## src/rtl/alu.sv

```systemverilog
// 16-bit CR16 integer ALU: combinational result/flag generation followed by a
// single enabled register stage for the result and the PSR-style status vector.
module alu (
    input  logic        I_CLK,
    input  logic        I_NRESET,
    input  logic        I_ENABLE,
    input  logic [15:0] I_A,
    input  logic [15:0] I_B,
    input  logic [3:0]  I_OPCODE,
    output logic [15:0] O_C,
    output logic [4:0]  O_STATUS
);

    localparam int DATA_W = 16;

    typedef enum logic [3:0] {
        OP_ADD  = 4'd0,
        OP_ADDC = 4'd1,
        OP_MUL  = 4'd2,
        OP_SUB  = 4'd3,
        OP_NOT  = 4'd4,
        OP_AND  = 4'd5,
        OP_OR   = 4'd6,
        OP_XOR  = 4'd7,
        OP_LSH  = 4'd8,
        OP_RSH  = 4'd9,
        OP_ALSH = 4'd10,
        OP_ARSH = 4'd11
    } opcode_t;

    // Any amount of 16 or more empties the word; arithmetic right shifts fill with the sign.
    function automatic logic [DATA_W-1:0] shift_op(
        input logic [DATA_W-1:0] val,
        input logic [DATA_W-1:0] amt,
        input logic              left,
        input logic              arith
    );
        logic signed [DATA_W-1:0] val_s;
        logic                     too_far;
        val_s   = val;
        too_far = |amt[DATA_W-1:4];
        if (too_far)
            shift_op = (arith && val[DATA_W-1]) ? '1 : '0;
        else if (left)
            shift_op = val << amt[3:0];
        else if (arith)
            shift_op = val_s >>> amt[3:0];
        else
            shift_op = val >> amt[3:0];
    endfunction

    logic signed [DATA_W-1:0] a_s;
    logic signed [DATA_W-1:0] b_s;
    logic signed [DATA_W-1:0] mul_lo;
    logic        [DATA_W-1:0] res_p0;
    logic                     flag_f_p0;
    logic                     flag_n_p0;
    logic                     flag_z_p0;
    logic        [DATA_W-1:0] c_p1;
    logic        [4:0]        status_p1;

    assign a_s    = I_A;
    assign b_s    = I_B;
    // The low half of a product is the same for signed and unsigned operands.
    assign mul_lo = a_s * b_s;

    // Stage p0: combinational result and flags
    always_comb begin
        res_p0    = '0;
        flag_f_p0 = 1'b0;
        flag_n_p0 = 1'b0;
        flag_z_p0 = 1'b0;
        case (I_OPCODE)
            OP_ADD, OP_ADDC: begin
                res_p0    = I_A + I_B + ((I_OPCODE == OP_ADDC) ? 16'd1 : 16'd0);
                flag_f_p0 = (I_A[15] == I_B[15]) && (res_p0[15] != I_A[15]);
                flag_n_p0 = res_p0[15];
            end
            OP_SUB: begin
                res_p0    = I_B - I_A;
                flag_f_p0 = (I_A[15] != I_B[15]) && (res_p0[15] != I_B[15]);
                flag_n_p0 = b_s < a_s;
            end
            OP_MUL:  res_p0 = mul_lo;
            OP_NOT:  res_p0 = ~I_A;
            OP_AND:  res_p0 = I_A & I_B;
            OP_OR:   res_p0 = I_A | I_B;
            OP_XOR:  res_p0 = I_A ^ I_B;
            OP_LSH, OP_ALSH: res_p0 = shift_op(I_A, I_B, 1'b1, 1'b0);
            OP_RSH:  res_p0 = shift_op(I_A, I_B, 1'b0, 1'b0);
            OP_ARSH: res_p0 = shift_op(I_A, I_B, 1'b0, 1'b1);
            default: res_p0 = '0;
        endcase
        if (I_OPCODE <= OP_ARSH) begin
            flag_z_p0 = (res_p0 == '0);
            if (I_OPCODE != OP_ADD && I_OPCODE != OP_ADDC && I_OPCODE != OP_SUB)
                flag_n_p0 = res_p0[15];
        end
    end

    // Stage p1: enabled result/status register; C and L are reserved zeros
    always_ff @(posedge I_CLK or negedge I_NRESET) begin
        if (!I_NRESET) begin
            c_p1      <= '0;
            status_p1 <= '0;
        end else if (I_ENABLE) begin
            c_p1      <= res_p0;
            status_p1 <= {flag_n_p0, flag_z_p0, flag_f_p0, 1'b0, 1'b0};
        end
    end

    assign O_C      = c_p1;
    assign O_STATUS = status_p1;

endmodule

```

## config.mk

```make
export PLATFORM = sky130hd
export DESIGN_NAME = alu
export DESIGN_NICKNAME = d
export VERILOG_FILES = /design/src/rtl/alu.sv
export SDC_FILE = /design/constraint.sdc
export NUM_CORES = 1
export LEC_CHECK = 0
export ABC_AREA = 1
export BUFFER_PORTS_ARGS = -buffer_cell sky130_fd_sc_hd__buf_2
export CORE_MARGIN = 1.5
export CORE_UTILIZATION = 30
export CTS_BUF_LIST = sky130_fd_sc_hd__clkbuf_4 sky130_fd_sc_hd__clkbuf_8
export CTS_CLUSTER_DIAMETER = 60
export DETAILED_ROUTE_END_ITERATION = 16
export PLACE_DENSITY = 0.59
export SLEW_MARGIN = 40
export SYNTH_ARGS = -nofsm -noshare
export SYNTH_HDL_FRONTEND = slang
export SYNTH_SLANG_ARGS = --single-unit
```

## constraint.sdc

```tcl
create_clock -name I_CLK -period 0.8 [get_ports I_CLK]
set_input_delay 0.04 -clock I_CLK [delete_from_list [all_inputs] [get_ports I_CLK]]
set_output_delay 0.04 -clock I_CLK [all_outputs]
set_load 0.01 [all_outputs]
```

After elaboration in Yosys (flattened, before gate mapping) --
Index checks and enable logic that the tools add are counted.
Word-level totals: output and inout bits 21, word-level logic and storage cells 53, memory bits (writable) 0, memories 0, register bits after elaboration 19, bits in read-only memories 0, bits of input ports 39, latch bits 0
Operators by class: div/mod/pow operators 0, add/sub/neg operators 3, bitwise logic cells 4, reductions and logical operators 10, multiply operators 1, shift-type cells 3, magnitude comparators 2, equal/unequal tests 17, mux-type cells 11
Operators by type and width (count):
- $pmux W16 S10 | 1
- $mux W16 | 4
- $add A16 B1 Y16 | 1
- $add A16 B16 Y16 | 1
- $and A16 B16 Y16 | 1
- $eq A4 B3 Y1 const B | 4
- $eq A4 B4 Y1 const B | 4
- $logic_not A16 Y1 | 1
- $lt A16 B16 Y1 | 1
- $mul A16 B16 Y16 | 1
- $not A16 Y16 | 1
- $or A16 B16 Y16 | 1
- $shl A16 B4 Y16 | 1
- $shr A16 B4 Y16 | 1
- $sshr A16 B4 Y16 | 1
- $sub A16 B16 Y16 | 1
- $xor A16 B16 Y16 | 1
- $reduce_or A12 Y1 | 1
- $eq A4 B2 Y1 const B | 2
- $eq A4 B1 Y1 const B | 1
- $le A4 B4 Y1 const B | 1
- $logic_and A1 B1 Y1 | 4
- $logic_not A4 Y1 | 1
- $mux W1 | 4
- 7 further kinds | 11

Longest topological paths before layout --
word-level depth 6, gate-level depth with buffers 34, gate-level depth less buffers 33

Least setup slack after synthesis --
No wires, ideal clock.
path kind input-to-reg, from in I_B[2], to reg status_p1[3] (netlist: O_STATUS[3]), required time 0.683 ns, stages on the path 25, buffers on the path 3, setup time 0.117 ns, slack -4.600 ns, arrival 5.283 ns, cell sequence buf_2 buf_1 buf_1 nand2_1 fa_1 fa_1 fa_1 fa_1 inv_1 fa_1 inv_1 fa_1 inv_1 ha_1 inv_1 nor4_1 nand3_1 nand3_1 o21ai_0 a21oi_1 nor2_1 nand2_1 nor2_1 nand3_1 nand2_1
On the way: longest elaborated chain between the ends 5, elaborated cells on any way between the ends 16, classes of those cells 3 x add/sub; 1 x mul; 3 x shift; 5 x mux; 3 x bitwise; 1 x reduce/logical
Ends and longest elaborated chain:
- start: declaration | RTL line 8 | input logic [15:0] I_B,
- branches (longest 2 deep; another with $mul A16 B16 Y16)
- $pmux W16 S10 * | RTL line 73 | case (I_OPCODE)
- $logic_not A16 Y1 * | RTL line 95 | flag_z_p0 = (res_p0 == '0);
- $mux W1 * | RTL line 94 | if (I_OPCODE <= OP_ARSH) begin
- end signal: assignment | RTL line 108 | status_p1 <= {flag_n_p0, flag_z_p0, flag_f_p0, 1'b0, 1'b0};
- end: declaration | RTL line 60 | logic [4:0] status_p1;
Mark *: on every way between the ends. A chain may end at the register's enable or synchronous reset.

Worst setup path after layout --
from in I_B[5], to reg status_p1[3] (netlist: O_STATUS[3])
On the way: longest elaborated chain between the ends 5, elaborated cells on any way between the ends 14, classes of those cells 3 x add/sub; 1 x mul; 5 x mux; 3 x bitwise; 2 x reduce/logical
Ends and longest elaborated chain (RTL line):
- branches (longest 2 deep; another with $mul A16 B16 Y16)
- $pmux W16 S10 * | 73
- $logic_not A16 Y1 * | 95
- $mux W1 * | 94
Marked as above.

==> impl_metrics.yaml <==
run_status:
  outcome: "finished with violations"
  failed_checks: "negative setup slack"
global_route:
  globalRouteOverflowTotal: 0
  vias_in_the_first_global_route: 12000
  grt_start_max_net_pins: 31
  antenna_found_initial: 1
  gr-usage-all-layers_pct: 25.4
  grt_first_pass_wirelength_um: 65500
power:
  post-layout-total-power_uw: 34400
  static-leakage-power_uw: 0.00844
  p_per_area_mw_per_mm2: 2230
  peakVddDrop_mv: 2.88
yosys:
  synth_area_in_xor_xnor_pct: 0.808
  ys_async_sr_fraction_pct: 100
  netlist-cell-type-count: 46
  post_synth_mux_area_share_pct: 0.205
  top_post_synthesis_cells_by_area: "sky130_fd_sc_hd__nand2_1 (19%), sky130_fd_sc_hd__fa_1 (17%), sky130_fd_sc_hd__ha_1 (14%)"
  sequential_to_total_area_share_from_yosys_stat_pct: 4.87
  synth-compound-area-share_pct: 9.80
  yosys.area.top_type: "sky130_fd_sc_hd__nand2_1"
  top_flip_flop_cell_by_instance_count_after_synthesis: "sky130_fd_sc_hd__dfrtp_1"
  ys.warnings.count: 0
  synth_top_area_share_pct: 19.2
  syn_inst: 1667
  netlist_area_sq_mm: 0.00976
  combinational_family_with_the_most_area_after_synthesis: "simple AND/OR/NAND/NOR gates"
  ff_latch_count_synth: 19
  synth_fa_ha_area_share_pct: 30.9
  synth.avg_cell_area_sq_um: 5.85
  count_of_flip_flops_with_a_built_in_enable_after_synthesis: 0
  synth_simple_gate_area_share_pct: 36.6
setup_path:
  cp_data_arrival_time_ns: 4.96
  critical-path-max-stage-delay_ns: 0.55
  r2r_setup_slack_ns: 0.05
  critical_path.endpoint_type: "flip-flop"
  timing.critical_path.mode_cell: "sky130_fd_sc_hd__inv_2"
  endpoint: "O_STATUS[3]"
  criticalPathCategory: "in2reg"
  crit-reg2reg-launch: "O_C[15]"
  critical_path.startpoint: "I_B[5]"
  worstSetupStartpointType: "primary input"
  destination_of_the_worst_register_to_register_timing_path: "O_C[15]"
  cp_slowest_cell: "sky130_fd_sc_hd__fa_1"
  rr_worst_depth: 3
  cp_required_ns: 0.99
  worst-path-max-fanout: 5
clocking:
  numCtsBuffers: 3
  cts_num_sinks: 19
  cts-root-buf: "sky130_fd_sc_hd__clkbuf_8"
  clock_latency_reported_for_the_late_side_of_the_worst_skew_pair_ns: 0.25
  clock_tree.htree_level_count: 1
  tritoncts: "built"
  cts-root-to-sink-buffers: 2
  clock_slew_at_reported_path_ffs_ns: 0.07
sta:
  clock.fmax_ghz: 0.210
  fin_crit_ns: 4.77
  timing.final.crit_share_pct: 596
  worst-slew-pin-transition_ns: 0.624
  worst_clock_skew_ns: 0
  finalHoldViolations: 0
  setup_repair_after_global_routing_missed_its_margin: "yes"
  setup_total_negative_slack_ns: -56.35
  maxSlewHeadroom_pct: 58.0
  final_report_setup_violation_count: 37
  post-route-worst-setup-slack_ns: -3.97
  final-max-slew-violation-count: 0
  fin_worst_hold_slack_ns: 0.187
placement:
  dp_cells: 2450
  dp_hpwl_um: 35900
  gp_routability_congestion: 0.987
  placement.io_buffers: 57
drt:
  routed_wirelength_um: 43900
  num_vias: 12300
  drt-vias-per-instance: 4.93
  detailedRoute.firstPassIterationCount: 5
  drtIter0Drc: 987
  drcViolationCount: 0
  drtAntennaViolNets: 0
  post_drt_wl_per_cell_um: 17.5
cells_and_area:
  final_cell_count_no_fill: 2505
  most_frequent_cells_in_the_layout: "sky130_fd_sc_hd__nand2_1 (447), sky130_fd_sc_hd__buf_4 (346), sky130_fd_sc_hd__inv_1 (284)"
  nNetsFinal: 2302
  num_antenna_cells: 0
  fin_util_pct: 48.5
  drive_above_1_share_pct: 36.9
  flow.area_growth_from_synthesis_pct: 58.1
  layout.cells.most_common: "sky130_fd_sc_hd__nand2_1"
flow_run:
  cap_viol_max_count: 0
floorplan:
  die-height_um: 183
  placeableCoreArea_sq_mm: 0.0318
  fp.dieArea_sq_mm: 0.0336
  ios: 60
  placement_rows: 65
  die_span_x_um: 183
  initial_utilization_pct: 30.7
worst_hold_path:
  min_path_type: "in2reg"
final cells by class:
cell class | instances | area [sq um]
clock buffer | 4 | 48.8
tap | 435 | 544
multi-input combinational | 1235 | 9150
fill | 3158 | 16400
inverter | 352 | 1360
timing repair buffer | 460 | 3860
sequential | 19 | 475
how the worst min path moves through the flow:
stage | slack, ns | to | cells past startpoint | start
after floorplan | -0.26 | O_C[0] | 0 | I_NRESET
after global placement | -0.005 | O_C[11] | 1 | I_NRESET
after detailed placement | 0.001 | O_C[10] | 1 | I_NRESET
after CTS | 0.18 | O_C[4] | 3 | I_ENABLE
after global routing | 0.21 | O_C[4] | 3 | I_ENABLE
final | 0.19 | O_C[4] | 3 | I_ENABLE
what timing repair did:
action	4_1_cts	5_1_grt
endpoints found under the hold margin	19	0
gates resized for setup	242	204
cloned	3	0
setup buffers	36	27
hold buffers	1	0
setup endpoints to repair	38	38
pin swaps	102	139
Yosys cell counts (4+ instances only):
master,number
sky130_fd_sc_hd__nand2_1,500
sky130_fd_sc_hd__inv_1,347
sky130_fd_sc_hd__nand3_1,171
sky130_fd_sc_hd__nor2_1,131
sky130_fd_sc_hd__ha_1,111
sky130_fd_sc_hd__fa_1,81
sky130_fd_sc_hd__o21ai_0,71
sky130_fd_sc_hd__a21oi_1,55
sky130_fd_sc_hd__buf_2,32
sky130_fd_sc_hd__dfrtp_1,19
sky130_fd_sc_hd__nand4_1,17
sky130_fd_sc_hd__clkbuf_1,15
sky130_fd_sc_hd__a31oi_1,12
sky130_fd_sc_hd__nor3_1,10
sky130_fd_sc_hd__o211ai_1,9
sky130_fd_sc_hd__o22ai_1,7
sky130_fd_sc_hd__nor2_2,6
sky130_fd_sc_hd__xor2_1,6
sky130_fd_sc_hd__buf_6,5
sky130_fd_sc_hd__nand2_2,5
sky130_fd_sc_hd__nand3b_1,5
sky130_fd_sc_hd__buf_1,4
sky130_fd_sc_hd__inv_2,4
sky130_fd_sc_hd__o21ai_1,4
cell families after synthesis:
kind of cell / after synthesis
AO/OA/AOI/OAI: 173
XOR/XNOR: 9
adder cells (fa/ha/maj): 192
buffers and inverters: 414
flip-flops: 19
multiplexers: 2
other: 1
AND/OR/NAND/NOR: 857
critical path, delay by kind of cell:
family,cells,cell delay (ns)
AND/OR/NAND/NOR,12,0.94
AO/OA/AOI/OAI,2,0.27
adder cells (fa/ha/maj),8,3.10
XOR/XNOR,1,0.14
buffers and inverters,8,0.44
state kept, by name, indices dropped and copies added (netlist names):
register	cells
O_C	16
O_STATUS	3
layer usage:
metal  track usage, %  vias to the layer above  part of all wire, %
met3             3.16                      104                  7.2
met1             33.5                     5834                   42
li1                 -                     5949                    -
met5                0                        -                    0
met2             41.5                      456                   46
met4             11.3                        0                  4.8
through the flow:
step                setup WS, ns  instance area (sq um)
global placement           -4.32                  13200
floorplan                  -3.91                  10200
CTS                        -4.01                  14500
detailed placement         -4.42                  13200
global route               -4.20                  15400
finish                     -3.97                  15400
power by group:
part | leakage (uW) | switching [uW] | internal [uW]
Combinational | 0.00817 | 17900 | 14600
Clock | 0.0000262 | 302 | 387
Sequential | 0.000246 | 115 | 1150
Total | 0.00844 | 18300 | 16200
Note: power is estimated with default switching activity, not from simulation.
